### config.mk
export PLATFORM = sky130hd
export DESIGN_NAME = wr_ep_rx_sync_fsm_flat
export DESIGN_NICKNAME = d
export VERILOG_FILES = /design/src/rtl/wr_ep_rx_sync_fsm_if.sv /design/src/rtl/wr_ep_rx_sync_fsm.sv /design/src/flat_wrapper.sv
export SDC_FILE = /design/constraint.sdc
export NUM_CORES = 1
export LEC_CHECK = 0
export BUFFER_PORTS_ARGS = -buffer_cell sky130_fd_sc_hd__buf_2
export CAP_MARGIN = 0
export CORE_MARGIN = 1
export CORE_UTILIZATION = 54
export CTS_BUF_LIST = sky130_fd_sc_hd__clkbuf_4 sky130_fd_sc_hd__clkbuf_8 sky130_fd_sc_hd__clkbuf_16
export CTS_CLUSTER_DIAMETER = 50
export DETAILED_ROUTE_END_ITERATION = 8
export PLACE_DENSITY_LB_ADDON = 0.25
export SLEW_MARGIN = 20
export SYNTH_ARGS = -nofsm -noshare
export SYNTH_HDL_FRONTEND = slang
export SYNTH_SLANG_ARGS = --single-unit
### constraint.sdc
create_clock -name clk_125m -period 2.3 [get_ports clk_125m]
set_clock_uncertainty 0.1 [all_clocks]
set_input_delay 0.345 -clock clk_125m [delete_from_list [all_inputs] [get_ports clk_125m]]
set_output_delay 0.345 -clock clk_125m [all_outputs]
set_load 0.005 [all_outputs]
### src/rtl/wr_ep_rx_sync_fsm_if.sv
// rtl/wr_ep_rx_sync_fsm_if.sv - decoded 8b/10b receive word bundle for the link-sync FSM
interface wr_ep_rx_sync_fsm_if #(
    parameter int BYTES = 2
);
    logic               rx_valid;
    logic [8*BYTES-1:0] rx_data;
    logic [BYTES-1:0]   rx_k;
    logic               rx_enc_err;

    modport master (output rx_valid, output rx_data, output rx_k, output rx_enc_err);
    modport slave  (input  rx_valid, input  rx_data, input  rx_k, input  rx_enc_err);
endinterface

### src/rtl/wr_ep_rx_sync_fsm.sv
// rtl/wr_ep_rx_sync_fsm.sv - comma acquisition, sync tracking and debounced link_up for the WR endpoint PCS
module wr_ep_rx_sync_fsm #(
    parameter int BYTES       = 2,
    parameter int ACQ_COMMAS  = 3,
    parameter int MAX_ERRS    = 4,
    parameter int GOOD_RUN    = 4,
    parameter int LINK_UP_DLY = 16,
    parameter int CNT_W       = 16
) (
    input  logic                  clk_125m,
    input  logic                  rst_n,
    wr_ep_rx_sync_fsm_if.slave    rx,
    input  logic                  err_clr,
    output logic [1:0]            state,
    output logic                  sync_ok,
    output logic                  link_up,
    output logic                  comma_det,
    output logic [CNT_W-1:0]      err_total
);

    localparam int CC_W = $clog2(ACQ_COMMAS + 1);
    localparam int EL_W = $clog2(MAX_ERRS + 1);
    localparam int GC_W = $clog2(GOOD_RUN + 1);
    localparam int UC_W = $clog2(LINK_UP_DLY + 1);

    localparam logic [CC_W-1:0] ACQ_N  = CC_W'(ACQ_COMMAS);
    localparam logic [EL_W-1:0] MAX_N  = EL_W'(MAX_ERRS);
    localparam logic [GC_W-1:0] GOOD_N = GC_W'(GOOD_RUN);
    localparam logic [UC_W-1:0] UP_N   = UC_W'(LINK_UP_DLY);

    typedef enum logic [1:0] {
        ST_LOS  = 2'd0,
        ST_ACQ  = 2'd1,
        ST_SYNC = 2'd2
    } sync_state_e;

    sync_state_e       state_q, state_d;
    logic [CC_W-1:0]   comma_cnt_q, comma_cnt_d;
    logic [EL_W-1:0]   err_level_q, err_level_d;
    logic [GC_W-1:0]   good_cnt_q, good_cnt_d;
    logic [UC_W-1:0]   up_cnt_q, up_cnt_d;
    logic              sync_ok_q, sync_ok_d;
    logic              link_up_q, link_up_d;
    logic              comma_det_q, comma_det_d;
    logic [CNT_W-1:0]  err_total_q, err_total_d;

    logic misalign;
    logic top_comma;
    logic is_comma;
    logic is_bad;

    // A comma on any lane but the top one means the word boundary has slipped.
    always_comb begin
        misalign = 1'b0;
        for (int i = 0; i < BYTES - 1; i++) begin
            if (rx.rx_k[i] && (rx.rx_data[8*i +: 8] == 8'hBC)) begin
                misalign = 1'b1;
            end
        end
    end

    assign top_comma = rx.rx_k[BYTES-1] && (rx.rx_data[8*(BYTES-1) +: 8] == 8'hBC);
    assign is_comma  = rx.rx_valid && top_comma && !misalign && !rx.rx_enc_err;
    assign is_bad    = rx.rx_valid && (rx.rx_enc_err || misalign);

    always_comb begin
        state_d     = state_q;
        comma_cnt_d = comma_cnt_q;
        err_level_d = err_level_q;
        good_cnt_d  = good_cnt_q;
        up_cnt_d    = up_cnt_q;
        comma_det_d = is_comma;
        err_total_d = err_total_q;

        if (rx.rx_valid) begin
            case (state_q)
                ST_LOS: begin
                    if (is_comma) begin
                        if (ACQ_COMMAS == 1) begin
                            state_d     = ST_SYNC;
                            comma_cnt_d = '0;
                            err_level_d = '0;
                            good_cnt_d  = '0;
                            up_cnt_d    = '0;
                        end else begin
                            state_d     = ST_ACQ;
                            comma_cnt_d = CC_W'(1);
                        end
                    end
                end
                ST_ACQ: begin
                    if (is_comma) begin
                        if (comma_cnt_q + CC_W'(1) == ACQ_N) begin
                            state_d     = ST_SYNC;
                            comma_cnt_d = '0;
                            err_level_d = '0;
                            good_cnt_d  = '0;
                            up_cnt_d    = '0;
                        end else begin
                            comma_cnt_d = comma_cnt_q + CC_W'(1);
                        end
                    end else if (is_bad) begin
                        state_d     = ST_LOS;
                        comma_cnt_d = '0;
                    end
                end
                ST_SYNC: begin
                    // Bad words still count toward the link_up debounce.
                    if (up_cnt_q != UP_N) begin
                        up_cnt_d = up_cnt_q + UC_W'(1);
                    end
                    if (is_bad) begin
                        good_cnt_d = '0;
                        if (err_level_q + EL_W'(1) == MAX_N) begin
                            state_d     = ST_LOS;
                            err_level_d = '0;
                            up_cnt_d    = '0;
                        end else begin
                            err_level_d = err_level_q + EL_W'(1);
                        end
                    end else if (err_level_q != '0) begin
                        if (good_cnt_q + GC_W'(1) == GOOD_N) begin
                            err_level_d = err_level_q - EL_W'(1);
                            good_cnt_d  = '0;
                        end else begin
                            good_cnt_d  = good_cnt_q + GC_W'(1);
                        end
                    end else begin
                        good_cnt_d = '0;
                    end
                end
                default: begin
                    state_d     = ST_LOS;
                    comma_cnt_d = '0;
                end
            endcase
        end

        sync_ok_d = (state_d == ST_SYNC);
        link_up_d = (state_d == ST_SYNC) && (up_cnt_d == UP_N);

        // Clearing on a bad word still records that word.
        if (err_clr) begin
            err_total_d = is_bad ? CNT_W'(1) : '0;
        end else if (is_bad && !(&err_total_q)) begin
            err_total_d = err_total_q + CNT_W'(1);
        end
    end

    always_ff @(posedge clk_125m or negedge rst_n) begin
        if (!rst_n) begin
            state_q     <= ST_LOS;
            comma_cnt_q <= '0;
            err_level_q <= '0;
            good_cnt_q  <= '0;
            up_cnt_q    <= '0;
            sync_ok_q   <= 1'b0;
            link_up_q   <= 1'b0;
            comma_det_q <= 1'b0;
            err_total_q <= '0;
        end else begin
            state_q     <= state_d;
            comma_cnt_q <= comma_cnt_d;
            err_level_q <= err_level_d;
            good_cnt_q  <= good_cnt_d;
            up_cnt_q    <= up_cnt_d;
            sync_ok_q   <= sync_ok_d;
            link_up_q   <= link_up_d;
            comma_det_q <= comma_det_d;
            err_total_q <= err_total_d;
        end
    end

    assign state     = state_q;
    assign sync_ok   = sync_ok_q;
    assign link_up   = link_up_q;
    assign comma_det = comma_det_q;
    assign err_total = err_total_q;

endmodule

### src/flat_wrapper.sv
// flat-port wrapper written by rule: the top's interface ports become plain ports
module wr_ep_rx_sync_fsm_flat 
#(
    parameter int BYTES       = 2,
    parameter int ACQ_COMMAS  = 3,
    parameter int MAX_ERRS    = 4,
    parameter int GOOD_RUN    = 4,
    parameter int LINK_UP_DLY = 16,
    parameter int CNT_W       = 16
)
  (clk_125m, rst_n, err_clr, state, sync_ok, link_up, comma_det, err_total, rx_rx_valid, rx_rx_data, rx_rx_k, rx_rx_enc_err);
  wr_ep_rx_sync_fsm_if #(.BYTES(BYTES)) rx_i ();
  input  logic clk_125m;
  input  logic rst_n;
  input  logic err_clr;
  output logic [1:0] state;
  output logic sync_ok;
  output logic link_up;
  output logic comma_det;
  output logic [CNT_W-1:0] err_total;
  input wire logic [$bits(rx_i.rx_valid)-1:0] rx_rx_valid;
  input wire logic [$bits(rx_i.rx_data)-1:0] rx_rx_data;
  input wire logic [$bits(rx_i.rx_k)-1:0] rx_rx_k;
  input wire logic [$bits(rx_i.rx_enc_err)-1:0] rx_rx_enc_err;
  assign rx_i.rx_valid = rx_rx_valid;
  assign rx_i.rx_data = rx_rx_data;
  assign rx_i.rx_k = rx_rx_k;
  assign rx_i.rx_enc_err = rx_rx_enc_err;
  wr_ep_rx_sync_fsm #(.BYTES(BYTES), .ACQ_COMMAS(ACQ_COMMAS), .MAX_ERRS(MAX_ERRS), .GOOD_RUN(GOOD_RUN), .LINK_UP_DLY(LINK_UP_DLY), .CNT_W(CNT_W)) u_core (.clk_125m(clk_125m), .rst_n(rst_n), .rx(rx_i), .err_clr(err_clr), .state(state), .sync_ok(sync_ok), .link_up(link_up), .comma_det(comma_det), .err_total(err_total));
endmodule
== Yosys cells after proc, flatten, opt, wreduce, memory -nomap -nowiden ==
Index checks and enable logic that the tools add are counted.
Word-level totals
  bits in registers: 34
  input port bits: 23
  output and inout bits: 21
  logic and storage cells: 87
Cells by class
  add/sub/neg operators: 6
  equality and inequality tests: 16
  multiplexer cells: 35
  bitwise operators: 1
  reductions and logical operators: 20
Operator list (number)
  two-way mux 16 bit: 2
  two-way mux 5 bit: 6
  two-way mux 3 bit: 9
  two-way mux 2 bit: 11
  adder 16 x 1 -> 16 bit (second input constant): 1
  == test 8 bit (second input constant): 2
  AND reduction 16 bit: 1
  one-hot mux 2 bit (3 select lines): 2
  one-hot mux 3 bit (2 select lines): 2
  one-hot mux 5 bit (2 select lines): 1
  != test 3 x 1 -> 1 bit (second input constant): 3
  logical AND 1 bit: 8
  AND reduction 4 bit: 2
  adder 3 x 1 -> 3 bit (second input constant): 2
  == test 2 bit (second input constant): 3
  == test 3 bit (second input constant): 2
  != test 2 x 1 -> 1 bit (second input constant): 3
  AND reduction 6 bit: 1
  adder 5 x 1 -> 5 bit (second input constant): 1
  == test 5 bit (second input constant): 1
  != test 5 bit (second input constant): 1
  nonzero test 2 bit: 2
  logical NOT 1 bit: 3
  nonzero test 3 bit: 1
  7 further kinds: 8

== Depth between registers and ports, before layout ==
  depth in word-level cells: 11
  mapped depth: 8
  depth with buffers taken out: 7

== Worst setup path before layout ==
No wires, ideal clock.
  path kind: input to register
  start point: input rx_rx_data[3]
  end point: register u_core.err_level_q[2]
  library setup time: 122 ps
  arrival time: 1752 ps
  required time: 2078 ps
  path slack: 327 ps
  stages: 6
  path buffers: 0
  cells stage by stage: nand4_1 o41ai_4 nand2_2 a311oi_2 o21ai_1 a32o_1
On the way
  word-level cells in the longest chain between the ends: 8
  elaborated cells on any way between the ends: 14
  those cells by class: eq/ne: 4; mux: 3; reduce/logical: 7
Ends and longest elaborated chain
  start: declaration: RTL line flat_wrapper.sv:22  | input wire logic [$bits(rx_i.rx_data)-1:0] rx_rx_data;
  == test 8 bit *: RTL line wr_ep_rx_sync_fsm.sv:56  | if (rx.rx_k[i] && (rx.rx_data[8*i +: 8] == 8'hBC)) begin
  logical AND 1 bit *: RTL line wr_ep_rx_sync_fsm.sv:56
  two-way mux 1 bit *: RTL line wr_ep_rx_sync_fsm.sv:56
  logical NOT 1 bit: RTL line wr_ep_rx_sync_fsm.sv:63  | assign is_comma = rx.rx_valid && top_comma && !misalign && !rx.rx_enc_err;
  logical AND 1 bit (2 in series): RTL line wr_ep_rx_sync_fsm.sv:63
  != test 2 x 1 -> 1 bit (no source line)
  AND reduction 6 bit (no source line)
  end signal: assignment: RTL line wr_ep_rx_sync_fsm.sv:164  | err_level_q <= err_level_d;
  end: declaration: RTL line wr_ep_rx_sync_fsm.sv:39  | logic [EL_W-1:0] err_level_q, err_level_d;
Every way passes the cells marked *; elsewhere a longest branch is shown, timed or not.
A chain may end at the register's enable or synchronous reset.

== Worst setup path after layout ==
  start point: register u_core.comma_cnt_q[1]
  end point: register u_core.link_up_q (netlist: u_core.link_up)
On the way
  word-level cells in the longest chain between the ends: 8
  elaborated cells on any way between the ends: 13
  those cells by class: add/sub: 1; eq/ne: 3; mux: 8; reduce/logical: 1
Ends and longest elaborated chain
  start: declaration: RTL line wr_ep_rx_sync_fsm.sv:38  | logic [CC_W-1:0] comma_cnt_q, comma_cnt_d;
  start signal: assignment: RTL line wr_ep_rx_sync_fsm.sv:163  | comma_cnt_q <= comma_cnt_d;
  adder 2 x 1 -> 2 bit *: RTL line wr_ep_rx_sync_fsm.sv:93  | if (comma_cnt_q + CC_W'(1) == ACQ_N) begin
  == test 2 bit *: RTL line wr_ep_rx_sync_fsm.sv:93
  two-way mux 5 bit / two-way mux 2 bit (equally long branches): RTL line wr_ep_rx_sync_fsm.sv:93
  two-way mux 5 bit / two-way mux 2 bit (equally long branches): RTL line wr_ep_rx_sync_fsm.sv:92  | if (is_comma) begin
  one-hot mux 5 bit (2 select lines) / one-hot mux 2 bit (3 select lines) (equally long branches): RTL line wr_ep_rx_sync_fsm.sv:76  | case (state_q)
  two-way mux 5 bit / two-way mux 2 bit (equally long branches): RTL line wr_ep_rx_sync_fsm.sv:75  | if (rx.rx_valid) begin
  == test 5 bit / == test 2 bit (equally long branches): RTL line wr_ep_rx_sync_fsm.sv:140  | link_up_d = (state_d == ST_SYNC) && (up_cnt_d == UP_N);
  logical AND 1 bit *: RTL line wr_ep_rx_sync_fsm.sv:140
  via u_core.link_up_d: RTL line wr_ep_rx_sync_fsm.sv:43  | logic link_up_q, link_up_d;
  end signal: assignment: RTL line wr_ep_rx_sync_fsm.sv:168  | link_up_q <= link_up_d;
  end: declaration: RTL line wr_ep_rx_sync_fsm.sv:43
The timed path passes the listed nets; every way through them passes the cells marked *.

==> summary.md <==
| Metric | Value |
|---|---|
| Max-slew violations | 0 |
| First-pass GRT wire length | 7890 um |
| Kind of start point of the critical path | flop |
| Largest delay share family, worst path | simple AND/OR/NAND/NOR gates |
| Seq cells post-synth | 34 |
| CTS tree | built |
| DRT Wirelength | 4770 um |
| Crit path capture type | flop |
| Worst vdd ir | 393 uV |
| Multi-input gate area | 1300 sq um |
| Hold-fix buffers at CTS | 0 |
| Post-DP HPWL | between 3000 and 4000 um |
| Main synth FF type | dfrtp_1 |
| Core Util, Final | 0.666 |
| GRT Resource Usage Total | 0.237 |
| Worst path required time | 2.38 ns |
| Total nets after synthesis | approximately 280 |
| Setup TNS | 0 ns |
| Peak fanout along the critical path | 7 |
| Clock-pin slew on the worst setup and hold paths | 0.07 ns |
| PwrDens | around 560 nW/um^2 |
| Avg Inst Size Synth | 9.35 sq um |
| Post-Synthesis Cells | 242 |
| Antenna Nets Post-Route | 0 |
| Rel. slew slack | 0.487 |
| CP peak stage delay | approximately 0.42 ns |
| Most common cell after layout, fill and taps aside | buf_2 |
| H-tree levels | 2 |
| Worst Path Arrival | 2.22 ns |
| Final net count | 326 |
| N_diodes | 0 |
| CTS Buffer Depth | 2 |
| Cts bufs inserted | 5 |
| Max Fclk | 0.468 GHz |
| Port Buffers | 43 |
| Unique masters post-synth | 57 |
| LEAKAGE | 1.28 nW |
| Chip width | roughly 67 um |
| DRT Pass-1 Iters | 4 |
| Reg area | about 850 sq um |
| Initial antenna violation count | 0 |
| Hold Path Class | in2async |
| Slowest CP cell | or3b_4 |
| Routed wire length per instance | 14.1 um |
| Final Critical Period | 2.14 ns |
| Filler cells | 335 |
| RSZ-0062 raised after global routing | no |
| Vias post-DR | 1939 |
| Slew of the pin with the lowest slew margin | 0.770 ns |
| Post-synth ARST share | 1.00 |
| Ratio of cells with drive above 1 in the final layout | 0.249 |
| # IOs | 44 |
| Sink Count | 34 |
| Starting density of the core | 0.566 |
| Register area share after synthesis | 0.376 |
| Synthesis Warnings | 0 |
| Placeable core area | 4000 sq um |
| GP Congestion | ~0.90 |
| CP bufs+invs | 0 |
| Crit path kind | reg2reg |
| Via density | 5.72 |
| Final worst-path cycle share | 0.929 |
| Total gr overflow | 0 |
| DRC viols | 0 |
| Status | finished clean |
| Drt initial violations | between 100 and 150 |
| Largest net degree at the start of global routing | 35 |
| Die Height | 66.7 um |
| Clk_lat worst skew | 0.29 ns |
| Commonest non-fill, non-tap cells in the layout | buf_2 (43), dfrtp_1 (34), nand2_1 (20), inv_1 (18), nor2_1 (18) |
| Final Hold Vio Count | 0 |
| Cell Chain, Critical Path | or3b_4 > nor4_4 > a21oi_2 > nor2_1 > a21oi_1 > nor4_1 |
| Number of setup violations in the final report | 0 |
| Die area | 4450 sq um |
| Mapped cell area | 2260 sq um |
| Clk root buf | clkbuf_8 |
| Syn-to-layout area delta | 17.7% |
| Number of max-cap violations | 0 |
| Num rows | 23 |
| Vias in the first global route | 1818 |
| Number of flops mapped to enable cells by yosys | 0 |
[final timing paths]
kind | cells past startpoint | slack [ns] | from | endpoint
max | 6 | 0.16 | u_core.comma_cnt_q[1]$_DFFE_PN0P_ | u_core.link_up$_DFF_PN0_
min | 1 | 0.02 | rst_n | u_core.up_cnt_q[3]$_DFF_PN0_
max reg2reg | 6 | 0.16 | u_core.comma_cnt_q[1]$_DFFE_PN0P_ | u_core.link_up$_DFF_PN0_
min reg2reg | 1 | 0.40 | u_core.good_cnt_q[2]$_DFFE_PN0P_ | u_core.good_cnt_q[2]$_DFFE_PN0P_
max in group asynchronous | 1 | 1.58 | rst_n | u_core.state[0]$_DFF_PN0_
min in group clk_125m | 2 | 0.32 | err_clr | u_core.err_total[14]$_DFFE_PN0P_
[metrics by stage]
stage	cell area, sq um	power, W	setup slack, ns	hold slack, ns	instances
global placement	2540	0.000932	0.129	0.363	332
global route	2660	0.00157	0.0172	0.0830	339
finish	2660	0.00149	0.163	0.0195	339
CTS	2650	0.00151	0.155	0.0476	339
detailed placement	2540	0.000937	0.0802	0.367	332
floorplan	2260	0.000856	0.327	-0.0506	242
[where the power goes]
part / internal (W) / switching [W]
combinational: 0.000112 / 0.000168
sequential: 0.000626 / 0.0000268
clock: 0.000347 / 0.000214
total: 0.00108 / 0.000409
[cells in the mapped netlist (2+ instances only)]
cell type  count  area share
dfrtp_1       34        0.38
nand2_1       20       0.033
inv_1         18       0.030
nor2_1        18       0.030
nand3_1       15       0.033
ha_1          14       0.077
nor3_1        12       0.027
xnor2_1       12       0.046
o21ai_0        8       0.018
a21oi_1        6       0.013
nor3b_1        6       0.020
nand4_1        5       0.014
clkbuf_1       4      0.0066
nand2b_1       4       0.011
nor4_1         4       0.011
a21o_1         3       0.010
and3_1         3      0.0083
buf_2          3      0.0066
or3_1          3      0.0083
a211oi_1       2      0.0066
a31oi_1        2      0.0055
and4_1         2      0.0077
buf_6          2       0.010
mux2i_1        2      0.0088
nor4_4         2       0.019
o2111ai_1      2      0.0077
o211ai_1       2      0.0066
o22ai_1        2      0.0055
o31ai_1        2      0.0066
or2_1          2      0.0055
xor2_1         2      0.0077
[flip-flops by register name (all words and copies together), names as in the netlist, 2 cells and up]
| name | count |
|---|---|
| u_core.comma_cnt_q | 2 |
| u_core.state | 2 |
| u_core.good_cnt_q | 3 |
| u_core.up_cnt_q | 5 |
| u_core.err_level_q | 3 |
| u_core.err_total | 16 |
[cell type report]
class | count | share of cell area
Clock inverter | 1 | 0.0113
Clock buffer | 6 | 0.0310
Timing Repair Buffer | 50 | 0.101
Multi-Input combinational cell | 180 | 0.489
Sequential cell | 34 | 0.320
Tap cell | 50 | 0.0235
Inverter | 18 | 0.0254
[worst register-to-register path, cell delays in order, from the launching register on]
cell	delay (ns)
dfrtp_1	0.41
or3b_4	0.42
nor4_4	0.20
a21oi_2	0.17
nor2_1	0.32
a21oi_1	0.12
nor4_1	0.30
[logic make-up after synthesis]
kind of cell,after synthesis,synth area share
xor gates and xnor gates,14,0.0542
adders and majority gates,14,0.0774
and+or+nand+nor,105,0.274
DFF,34,0.376
muxes,3,0.0138
buffers and inverters,28,0.0547
AOI/OAI and AO/OA,44,0.149
[timing repair]
action,CTS,global route
resized for setup,0,2
setup buffers,0,0
endpoints found under the hold margin,0,0
setup endpoints to repair,0,1
[metal layers]
metal / up-vias / GRT usage / share of wire / routed length [um]
li1: 963 / - / - / -
met1: 904 / 0.305 / 0.46 / 2220
met2: 63 / 0.383 / 0.46 / 2210
met3: 9 / 0.0514 / 0.053 / 251
met4: 0 / 0.101 / 0.020 / 95
met5: - / 0 / 0 / 0
Power figures use the tool's default switching activity.
